==> config.mk <==
export PLATFORM = sky130hd
export DESIGN_NAME = hdlc_bus_ctrl_flat
export DESIGN_NICKNAME = d
export VERILOG_FILES = /design/src/rtl/hdlc_bus_ctrl_if.sv /design/src/rtl/hdlc_bus_ctrl.sv /design/src/flat_wrapper.sv
export SDC_FILE = /design/constraint.sdc
export NUM_CORES = 1
export LEC_CHECK = 0
export CAP_MARGIN = 20
export CORE_AREA = 3 3 52 102
export CTS_CLUSTER_SIZE = 40
export DETAILED_ROUTE_END_ITERATION = 6
export DIE_AREA = 0 0 55 105
export PLACE_DENSITY = 0.84
export SKIP_LAST_GASP = 1
export SLEW_MARGIN = 20
export SYNTH_ARGS = -nofsm -noshare
export SYNTH_HDL_FRONTEND = slang
export SYNTH_SLANG_ARGS = --single-unit
==> constraint.sdc <==
create_clock -name Clk -period 2.3 [get_ports Clk]
set_input_delay 0.345 -clock Clk [delete_from_list [all_inputs] [get_ports Clk]]
set_output_delay 0.345 -clock Clk [all_outputs]
set_load 0.01 [all_outputs]
==> src/rtl/hdlc_bus_ctrl_if.sv <==
// Host/HDLC-side signal bundle for hdlc_bus_ctrl.
// master = controller view, slave = HDLC core plus host view.
interface hdlc_bus_ctrl_if;
  logic [2:0] Address;
  logic       WriteEnable;
  logic       ReadEnable;
  logic [7:0] DataIn;
  logic [7:0] DataOut;
  logic       Rx_Ready;
  logic       Tx_Done;
  logic [7:0] TxData;
  logic       TxValid;
  logic       TxLast;
  logic       TxReady;
  logic [7:0] RxData;
  logic       RxValid;
  logic       RxLast;
  logic       RxReady;
  logic       TxOverrun;

  modport master (
    output Address, WriteEnable, ReadEnable, DataIn, TxReady,
           RxData, RxValid, RxLast, TxOverrun,
    input  DataOut, Rx_Ready, Tx_Done, TxData, TxValid, TxLast, RxReady
  );

  modport slave (
    input  Address, WriteEnable, ReadEnable, DataIn, TxReady,
           RxData, RxValid, RxLast, TxOverrun,
    output DataOut, Rx_Ready, Tx_Done, TxData, TxValid, TxLast, RxReady
  );
endinterface

==> src/rtl/hdlc_bus_ctrl.sv <==
// Bridges host byte streams to the HDLC register interface: drains RX frames,
// loads and starts TX frames, round-robin between the two in IDLE.
module hdlc_bus_ctrl (
  input  logic            Clk,
  input  logic            Rst,
  hdlc_bus_ctrl_if.master bus
);
  typedef enum logic [3:0] {
    IDLE, RX_LEN, RX_LENW, RX_RD, RX_RDW, RX_OUT, TX_WAIT, TX_LOAD, TX_START
  } state_e;

  localparam logic [2:0] A_TX_SC   = 3'd0;
  localparam logic [2:0] A_TX_BUFF = 3'd1;
  localparam logic [2:0] A_RX_SC   = 3'd2;
  localparam logic [2:0] A_RX_BUFF = 3'd3;
  localparam logic [2:0] A_RX_LEN  = 3'd4;
  localparam logic [7:0] CMD_BIT1  = 8'h02;
  localparam logic [6:0] TX_LIMIT_M1 = 7'd125;

  state_e     state_q, state_d;
  logic [2:0] addr_q, addr_d;
  logic       we_q, we_d;
  logic       re_q, re_d;
  logic [7:0] din_q, din_d;
  logic       tx_ready_q, tx_ready_d;
  logic [7:0] rx_data_q, rx_data_d;
  logic       rx_valid_q, rx_valid_d;
  logic       rx_last_q, rx_last_d;
  logic       tx_ovr_q, tx_ovr_d;
  logic [6:0] cnt_q, cnt_d;
  logic [6:0] len_q, len_d;
  logic       rx_prio_q, rx_prio_d;
  logic       discard_q, discard_d;
  logic       start_done_q, start_done_d;
  logic       tx_accept;

  assign tx_accept = bus.TxValid & tx_ready_q;

  always_comb begin
    state_d      = state_q;
    addr_d       = addr_q;
    we_d         = 1'b0;
    re_d         = 1'b0;
    din_d        = din_q;
    tx_ready_d   = tx_ready_q;
    rx_data_d    = rx_data_q;
    rx_valid_d   = rx_valid_q;
    rx_last_d    = rx_last_q;
    tx_ovr_d     = 1'b0;
    cnt_d        = cnt_q;
    len_d        = len_q;
    rx_prio_d    = rx_prio_q;
    discard_d    = discard_q;
    start_done_d = start_done_q;

    case (state_q)
      // A drop/start write still on the bus must land before Rx_Ready is trusted again.
      IDLE: begin
        tx_ready_d = 1'b0;
        if (!we_q && bus.Rx_Ready && (!bus.TxValid || rx_prio_q)) begin
          state_d   = RX_LEN;
          re_d      = 1'b1;
          addr_d    = A_RX_LEN;
          rx_prio_d = 1'b0;
          cnt_d     = 7'd0;
        end else if (!we_q && bus.TxValid) begin
          state_d   = TX_WAIT;
          rx_prio_d = 1'b1;
          cnt_d     = 7'd0;
        end else begin
          state_d = IDLE;
        end
      end
      RX_LEN: state_d = RX_LENW;
      RX_LENW: begin
        len_d = bus.DataOut[7] ? 7'd127 : bus.DataOut[6:0];
        if (bus.DataOut == 8'd0) begin
          we_d    = 1'b1;
          addr_d  = A_RX_SC;
          din_d   = CMD_BIT1;
          state_d = IDLE;
        end else begin
          re_d    = 1'b1;
          addr_d  = A_RX_BUFF;
          state_d = RX_RD;
        end
      end
      RX_RD: state_d = RX_RDW;
      RX_RDW: begin
        rx_data_d  = bus.DataOut;
        rx_valid_d = 1'b1;
        rx_last_d  = ((cnt_q + 7'd1) == len_q);
        cnt_d      = cnt_q + 7'd1;
        state_d    = RX_OUT;
      end
      RX_OUT: begin
        if (bus.RxReady) begin
          rx_valid_d = 1'b0;
          rx_last_d  = 1'b0;
          if (rx_last_q) begin
            state_d = IDLE;
          end else begin
            re_d    = 1'b1;
            addr_d  = A_RX_BUFF;
            state_d = RX_RD;
          end
        end else begin
          state_d = RX_OUT;
        end
      end
      TX_WAIT: begin
        if (bus.Tx_Done) begin
          tx_ready_d = 1'b1;
          state_d    = TX_LOAD;
        end else begin
          state_d = TX_WAIT;
        end
      end
      // The 126th byte without TxLast truncates the frame; the tail is swallowed in TX_START.
      TX_LOAD: begin
        if (tx_accept) begin
          we_d   = 1'b1;
          addr_d = A_TX_BUFF;
          din_d  = bus.TxData;
          cnt_d  = cnt_q + 7'd1;
          if (bus.TxLast) begin
            tx_ready_d   = 1'b0;
            start_done_d = 1'b0;
            state_d      = TX_START;
          end else if (cnt_q == TX_LIMIT_M1) begin
            tx_ovr_d     = 1'b1;
            discard_d    = 1'b1;
            start_done_d = 1'b0;
            state_d      = TX_START;
          end else begin
            state_d = TX_LOAD;
          end
        end else begin
          state_d = TX_LOAD;
        end
      end
      TX_START: begin
        if (!start_done_q) begin
          we_d         = 1'b1;
          addr_d       = A_TX_SC;
          din_d        = CMD_BIT1;
          start_done_d = 1'b1;
        end else begin
          we_d = 1'b0;
        end
        if (discard_q) begin
          if (tx_accept && bus.TxLast) begin
            discard_d  = 1'b0;
            tx_ready_d = 1'b0;
            state_d    = IDLE;
          end else begin
            state_d = TX_START;
          end
        end else begin
          state_d = IDLE;
        end
      end
      default: state_d = IDLE;
    endcase
  end

  always_ff @(posedge Clk) begin
    if (Rst) begin
      state_q      <= IDLE;
      addr_q       <= 3'd0;
      we_q         <= 1'b0;
      re_q         <= 1'b0;
      din_q        <= 8'd0;
      tx_ready_q   <= 1'b0;
      rx_data_q    <= 8'd0;
      rx_valid_q   <= 1'b0;
      rx_last_q    <= 1'b0;
      tx_ovr_q     <= 1'b0;
      cnt_q        <= 7'd0;
      len_q        <= 7'd0;
      rx_prio_q    <= 1'b1;
      discard_q    <= 1'b0;
      start_done_q <= 1'b0;
    end else begin
      state_q      <= state_d;
      addr_q       <= addr_d;
      we_q         <= we_d;
      re_q         <= re_d;
      din_q        <= din_d;
      tx_ready_q   <= tx_ready_d;
      rx_data_q    <= rx_data_d;
      rx_valid_q   <= rx_valid_d;
      rx_last_q    <= rx_last_d;
      tx_ovr_q     <= tx_ovr_d;
      cnt_q        <= cnt_d;
      len_q        <= len_d;
      rx_prio_q    <= rx_prio_d;
      discard_q    <= discard_d;
      start_done_q <= start_done_d;
    end
  end

  assign bus.Address     = addr_q;
  assign bus.WriteEnable = we_q;
  assign bus.ReadEnable  = re_q;
  assign bus.DataIn      = din_q;
  assign bus.TxReady     = tx_ready_q;
  assign bus.RxData      = rx_data_q;
  assign bus.RxValid     = rx_valid_q;
  assign bus.RxLast      = rx_last_q;
  assign bus.TxOverrun   = tx_ovr_q;
endmodule

==> src/flat_wrapper.sv <==
// flat-port wrapper written by rule: the top's interface ports become plain ports
module hdlc_bus_ctrl_flat 
  (Clk, Rst, bus_Address, bus_WriteEnable, bus_ReadEnable, bus_DataIn, bus_TxReady, bus_RxData, bus_RxValid, bus_RxLast, bus_TxOverrun, bus_DataOut, bus_Rx_Ready, bus_Tx_Done, bus_TxData, bus_TxValid, bus_TxLast, bus_RxReady);
  hdlc_bus_ctrl_if bus_i ();
  input  logic Clk;
  input  logic Rst;
  output wire logic [$bits(bus_i.Address)-1:0] bus_Address;
  output wire logic [$bits(bus_i.WriteEnable)-1:0] bus_WriteEnable;
  output wire logic [$bits(bus_i.ReadEnable)-1:0] bus_ReadEnable;
  output wire logic [$bits(bus_i.DataIn)-1:0] bus_DataIn;
  output wire logic [$bits(bus_i.TxReady)-1:0] bus_TxReady;
  output wire logic [$bits(bus_i.RxData)-1:0] bus_RxData;
  output wire logic [$bits(bus_i.RxValid)-1:0] bus_RxValid;
  output wire logic [$bits(bus_i.RxLast)-1:0] bus_RxLast;
  output wire logic [$bits(bus_i.TxOverrun)-1:0] bus_TxOverrun;
  input wire logic [$bits(bus_i.DataOut)-1:0] bus_DataOut;
  input wire logic [$bits(bus_i.Rx_Ready)-1:0] bus_Rx_Ready;
  input wire logic [$bits(bus_i.Tx_Done)-1:0] bus_Tx_Done;
  input wire logic [$bits(bus_i.TxData)-1:0] bus_TxData;
  input wire logic [$bits(bus_i.TxValid)-1:0] bus_TxValid;
  input wire logic [$bits(bus_i.TxLast)-1:0] bus_TxLast;
  input wire logic [$bits(bus_i.RxReady)-1:0] bus_RxReady;
  assign bus_Address = bus_i.Address;
  assign bus_WriteEnable = bus_i.WriteEnable;
  assign bus_ReadEnable = bus_i.ReadEnable;
  assign bus_DataIn = bus_i.DataIn;
  assign bus_TxReady = bus_i.TxReady;
  assign bus_RxData = bus_i.RxData;
  assign bus_RxValid = bus_i.RxValid;
  assign bus_RxLast = bus_i.RxLast;
  assign bus_TxOverrun = bus_i.TxOverrun;
  assign bus_i.DataOut = bus_DataOut;
  assign bus_i.Rx_Ready = bus_Rx_Ready;
  assign bus_i.Tx_Done = bus_Tx_Done;
  assign bus_i.TxData = bus_TxData;
  assign bus_i.TxValid = bus_TxValid;
  assign bus_i.TxLast = bus_TxLast;
  assign bus_i.RxReady = bus_RxReady;
  hdlc_bus_ctrl u_core (.Clk(Clk), .Rst(Rst), .bus(bus_i));
endmodule
Word level (Yosys, flattened, before mapping)
Index checks and enable logic that the tools add are counted.
{ "op_classes": {"n_addsub": 1, "eq_ne": 24, "n_mux": 59, "n_bitwise": 3, "reduce_logical": 25} }
{ "op_table": {"columns": ["cell", "count"], "rows": [
  ["$pmux W4 S9", 1],
  ["$mux W7", 4],
  ["$mux W1", 26],
  ["$mux W4", 6],
  ["$mux W8", 3],
  ["$pmux W8 S3", 1],
  ["$mux W3", 7],
  ["$pmux W7 S3", 1],
  ["$eq A4 B3 Y1 const B", 4],
  ["$pmux W3 S5", 1],
  ["$ne A2 B1 Y1 const B", 6],
  ["$ne A2 B2 Y1 const B", 6],
  ["$reduce_and A6 Y1", 2],
  ["$eq A4 B2 Y1 const B", 2],
  ["$logic_not A8 Y1", 1],
  ["$pmux W1 S2", 4],
  ["$reduce_and A4 Y1", 2],
  ["$add A7 B1 Y7 const B", 1],
  ["$eq A7 B7 Y1", 1],
  ["$eq A7 B7 Y1 const B", 1],
  ["$pmux W1 S3", 2],
  ["$reduce_and A3 Y1", 2],
  ["$reduce_bool A2 Y1", 3],
  ["$reduce_bool A3 Y1", 2],
  ["16 further kinds", 23]
]} }
{ "totals": {"reg_bits": 46, "input_bits": 23, "output_inout_bits": 25, "word_cells": 127} }

Depth between registers and ports, before layout
{ "depth": {"depth_word": 5, "mapped_depth": 7, "ltp_nobuf": 7} }

Worst setup path after synthesis
Ideal clock, no wire load.
{ "synth_path": {"path_kind": "register to register", "start": "reg u_core.state_q[0]", "end": "reg u_core.cnt_q[1]", "setup_ns": 0.128, "arrival_time_ns": 1.601, "t_required_ns": 2.172, "slack_ns": 0.571, "path_stages_with_launch": 6, "n_path_buf": 0, "synth_period_minus_slack_ns": 1.729, "cell_sequence": "dfxtp_1 > or4_1 > nand2b_4 > a221oi_4 > a2bb2oi_2 > nor2_1"} }
{ "synth_via": {"elab_chain_cells": 3, "word_cells_on_any_way": 8, "cone_classes": "4 x eq/ne; 1 x mux; 3 x reduce/logical"} }
{ "synth_lines": {"columns": ["item", "line", "rtl"], "rows": [
  ["from (decl)", "hdlc_bus_ctrl.sv:20", "state_e state_q, state_d;"],
  ["from (signal assigned)", "hdlc_bus_ctrl.sv:185", "state_q <= state_d;"],
  ["$eq A4 B3 Y1 / $logic_not A4 Y1 (equally long branches)", "hdlc_bus_ctrl.sv:56", "case (state_q)"],
  ["$ne A2 B1 Y1 (no source line), or another cell as far along", null, null],
  ["$reduce_and A3 Y1 (no source line)", null, null],
  ["to (signal assigned)", "hdlc_bus_ctrl.sv:195", "cnt_q <= cnt_d;"],
  ["to (decl)", "hdlc_bus_ctrl.sv:30", "logic [6:0] cnt_q, cnt_d;"]
]} }
Parallel ways exist; a longest one is shown, timed or not.
A chain may end at the register's enable or synchronous reset.

Worst setup path after layout
{ "layout_path": {"start": "reg u_core.state_q[3]", "end": "reg u_core.addr_q[0], in the netlist u_core.bus.Address[0]"} }
{ "layout_via": {"elab_chain_cells": 3, "word_cells_on_any_way": 13, "cone_classes": "9 x eq/ne; 1 x mux; 3 x reduce/logical"} }
{ "layout_lines": {"columns": ["item", "line", "rtl"], "rows": [
  ["$eq A4 B2 Y1, or another cell as far along", "hdlc_bus_ctrl.sv:56", null],
  ["$reduce_bool A5 Y1 (no source line), or another cell as far along", null, null],
  ["$reduce_and A6 Y1 (no source line)", null, null],
  ["to (signal assigned)", "hdlc_bus_ctrl.sv:186", "addr_q <= addr_d;"],
  ["to (decl)", "hdlc_bus_ctrl.sv:21", "logic [2:0] addr_q, addr_d;"]
]} }
Parallel ways exist; a longest one is shown, timed or not.

==> out/results.txt <==
The core region is 0.00464 mm2. The placer's final routability congestion estimate is 0.834, and the number of enable flip-flop cells after synthesis is 0. Worst hold path class: reg -> reg.

The logs give 5 for the number of buffers added by the clock tree synthesis step and 0.30 ns for the clock insertion delay at the later pin of the skew report. The H-tree was split into 2 levels. The critical path goes through and4b_1 -> a32o_1 -> a2111oi_2 -> nor2_1 -> a211oi_1. The power per standard cell area was 994 mW/mm2; the initial detailed-routing violation count was 78. By startpoint and endpoint, the worst setup path is classified as reg -> reg.

The count of nets left with antenna violations once routing finished came out at 0. The ratio of cells with drive above 1 in the final layout is 8.50%. The post-detailed-placement half-perimeter wirelength came out at 4740 um.

The library cell used most frequently in the layout, excluding fill and tap cells, is sky130_fd_sc_hd__clkdlybuf4s50_1. The die outline width came out at 55 um. The clock passes through at most 2 buffers. The first global-routing pass estimated 10300 um of wire. The endpoint type of the worst setup path was a flop. Number of buffers added on ports: 47. The share of synthesized area in the top cell type comes to 39.5%. The logs give 50.2% for the starting density of the core and 4 for the number of iterations in the first detailed-routing pass. The count of nets after finishing was 365; the slew at the pin closest to its max-slew limit was 0.560 ns.

For the final database, setup skew stands at 0.00803 ns. The startpoint class of the critical path is a flop. The clock root buffer was sky130_fd_sc_hd__clkbuf_8. The average instance area after synthesis was 7.99 um2.

When the netlist entered floorplanning its net count stood at 317. For the final routed database, the setup TNS stands at 0 ns. Setup repair after global routing left no endpoint under its margin. In the synthesized netlist, the number of instances is 292. The slowest stage of the critical path is the sky130_fd_sc_hd__dfxtp_1 cell. Hold is met by 0.461 ns.

For this block, the routed nets add up to 6180 um of wire. Summing the sequential cell areas from Yosys gives 39.5% of the chip area. The final count of hold timing violations was 0; the routed wirelength normalized by instance count was 15.6 um. The run gives 2259 as the number of global-route vias before repair. The analysis attributes to cell leakage a power of 1.06 nW. Row generation in the floorplan step produced 35 rows. In this run the worst path has a maximum fanout of 10. The detail-routed via count per cell was 5.79.

Met1 wire length: 2210 um. For this run, design rule violations remaining after detail routing come to 0. The cell type with the largest total area after synthesis was sky130_fd_sc_hd__dfxtp_1. Setup violations remaining at the end of the flow were counted as 0. By area the synthesized netlist is led by sky130_fd_sc_hd__dfxtp_1 (39%), sky130_fd_sc_hd__a21oi_1 (6.7%), sky130_fd_sc_hd__nand2_1 (6.3%), sky130_fd_sc_hd__nor2_1 (5.2%), sky130_fd_sc_hd__nand3_1 (3.2%). The clock transition at the registers of the reported paths came out at 0.09 ns.

The number of different library cells used by synthesis comes to 50. The total power draw was 2.98 mW. For this run, asynchronously set or reset flops after synthesis account for 0%. For the cell total after placement, the log shows 388. The filler-free cell count of the finished design is 396.

The total length of routed met3 wires was 239 um. TritonCTS built the clock tree. In the finished design, the share of the clock period the worst path needs comes to 88.1%.

After synthesis the cells add up to 0.00233 mm2. The register bit total from synthesis is 46. The number of antenna diodes in the final layout is 0. The die is 105 um tall. Worst endpoint required time: 2.51 ns.

STA puts the critical path data arrival time at 2.24 ns. Maximum cell stage delay along the critical path: 0.56 ns. The Yosys step of the flow raised 0 warnings. Full die area: 0.00578 mm2. Leaving out fill and tap cells, the most frequent cells in the layout are sky130_fd_sc_hd__clkdlybuf4s50_1 (47), sky130_fd_sc_hd__dfxtp_1 (46), sky130_fd_sc_hd__nand2_1 (39). Entering global routing, the biggest net connects 26 pins. Relative to the synthesized area, the layout overhead comes to 28.5%. Headroom to the max-slew limit came out at 62.4%. The number of antenna violations at the first check in global routing is 0.

The most used flip-flop cell after synthesis is sky130_fd_sc_hd__dfxtp_1. The remaining global-route overflow was 0; the total I/O pin count was 48. Across the VDD grid, the largest voltage drop is 0.608 mV. Counting I/O delays and the setup requirement, the final critical path takes 2.03 ns.

The number of pins exceeding their max-slew limit in the final report was 0. The logs give 2293 for the total via count after detailed routing and 494 MHz for the fmax. The run finished with clean final reports. Post-CTS timing repair inserted 0 buffers for setup. The clock sink count was 46. The number of max-cap violations was 0. The highest metal layer carrying signal wires in the routed design is met4. For this run, the total global-route usage over all layers was measured as 23.6%. The tools report the amount of wire on met2 after detailed routing as 3440 um.
[final timing paths]
kind,cells past startpoint,start,end,slack (ns)
worst max-delay path,5,u_core.state_q[3]$_SDFF_PP0_,u_core.bus.Address[0]$_SDFFE_PP0P_,0.27
worst min-delay path,2,u_core.bus.RxData[2]$_SDFFE_PP0P_,u_core.bus.RxData[2]$_SDFFE_PP0P_,0.46
worst max register to register,5,u_core.state_q[3]$_SDFF_PP0_,u_core.bus.Address[0]$_SDFFE_PP0P_,0.27
worst min register to register,2,u_core.bus.RxData[2]$_SDFFE_PP0P_,u_core.bus.RxData[2]$_SDFFE_PP0P_,0.46
[through the flow]
stage	cell area (um2)	utilization [%]	setup slack, ns
finish	3000	64.6	0.275
global route	3000	64.6	0.129
CTS	2990	64.4	0.106
detailed placement	2880	62.0	0.157
global placement	2880	62.0	0.189
floorplan	2330	-	0.571
[where the power goes]
group | total (mW) | leakage [nW] | internal (mW) | switching [mW]
Combinational | 1.29 | 0.637 | 0.597 | 0.689
Clock | 0.597 | 0.0514 | 0.324 | 0.272
Sequential | 1.10 | 0.374 | 0.942 | 0.154
[cell families (layout without fill, tap and decap cells)]
kind of cell	after synthesis	in the layout	synth area share [%]
adders and majority gates	2	2	1.07
AOI/OAI and AO/OA	85	85	24.7
and+or+nand+nor	122	122	26.1
buffers and inverters	28	77	5.26
DFF	46	46	39.5
xor gates and xnor gates	9	9	3.38
[routing by layer]
metal | vias up | track usage [%]
met1 | 1064 | 25.6
met2 | 66 | 41.0
met3 | 24 | 4.14
li1 | 1139 | -
met4 | 0 | 11.3
met5 | - | 0
[final cells by class]
cell class / count / area, um2
clock buffers: 6 / 72.6
clock inverters: 2 / 37.5
fillers: 420 / 1650
inverters: 9 / 33.8
multi-input cells: 218 / 1290
flip-flops and latches: 46 / 921
well taps: 55 / 68.8
repair buffers: 60 / 568
[synthesized netlist by cell type, drive strengths merged, types with 3 or more instances]
cell type / count
clkbuf: 11
nor3: 6
a31oi: 5
nand2: 39
nand4: 3
o21ai: 15
dfxtp: 46
a211oi: 9
a41oi: 3
nor2: 32
nor2b: 4
inv: 9
a21oi: 32
nand2b: 6
xor2: 5
a21o: 4
a311oi: 5
or3: 3
nand3: 15
buf: 8
xnor2: 4
[worst max-delay path: cells and delay by family, from the launching register on]
family / cells / cell delay (ns)
AO/OA/AOI/OAI: 3 / 0.96
flip-flops: 1 / 0.56
AND/OR/NAND/NOR: 2 / 0.41
[flip-flops by register name, summed over array words and instances, names as in the netlist, 3 cells and up]
name,flops
u_core.state_q,4
u_core.bus.RxData,8
u_core.len_q,7
u_core.cnt_q,7
u_core.bus.DataIn,8
u_core.bus.Address,3
[what timing repair did]
action,4_1_cts,5_1_grt
endpoints found under the setup margin,0,3
gates resized for setup,0,1
hold buffers,0,0
Note: power is estimated with default switching activity, not from simulation.
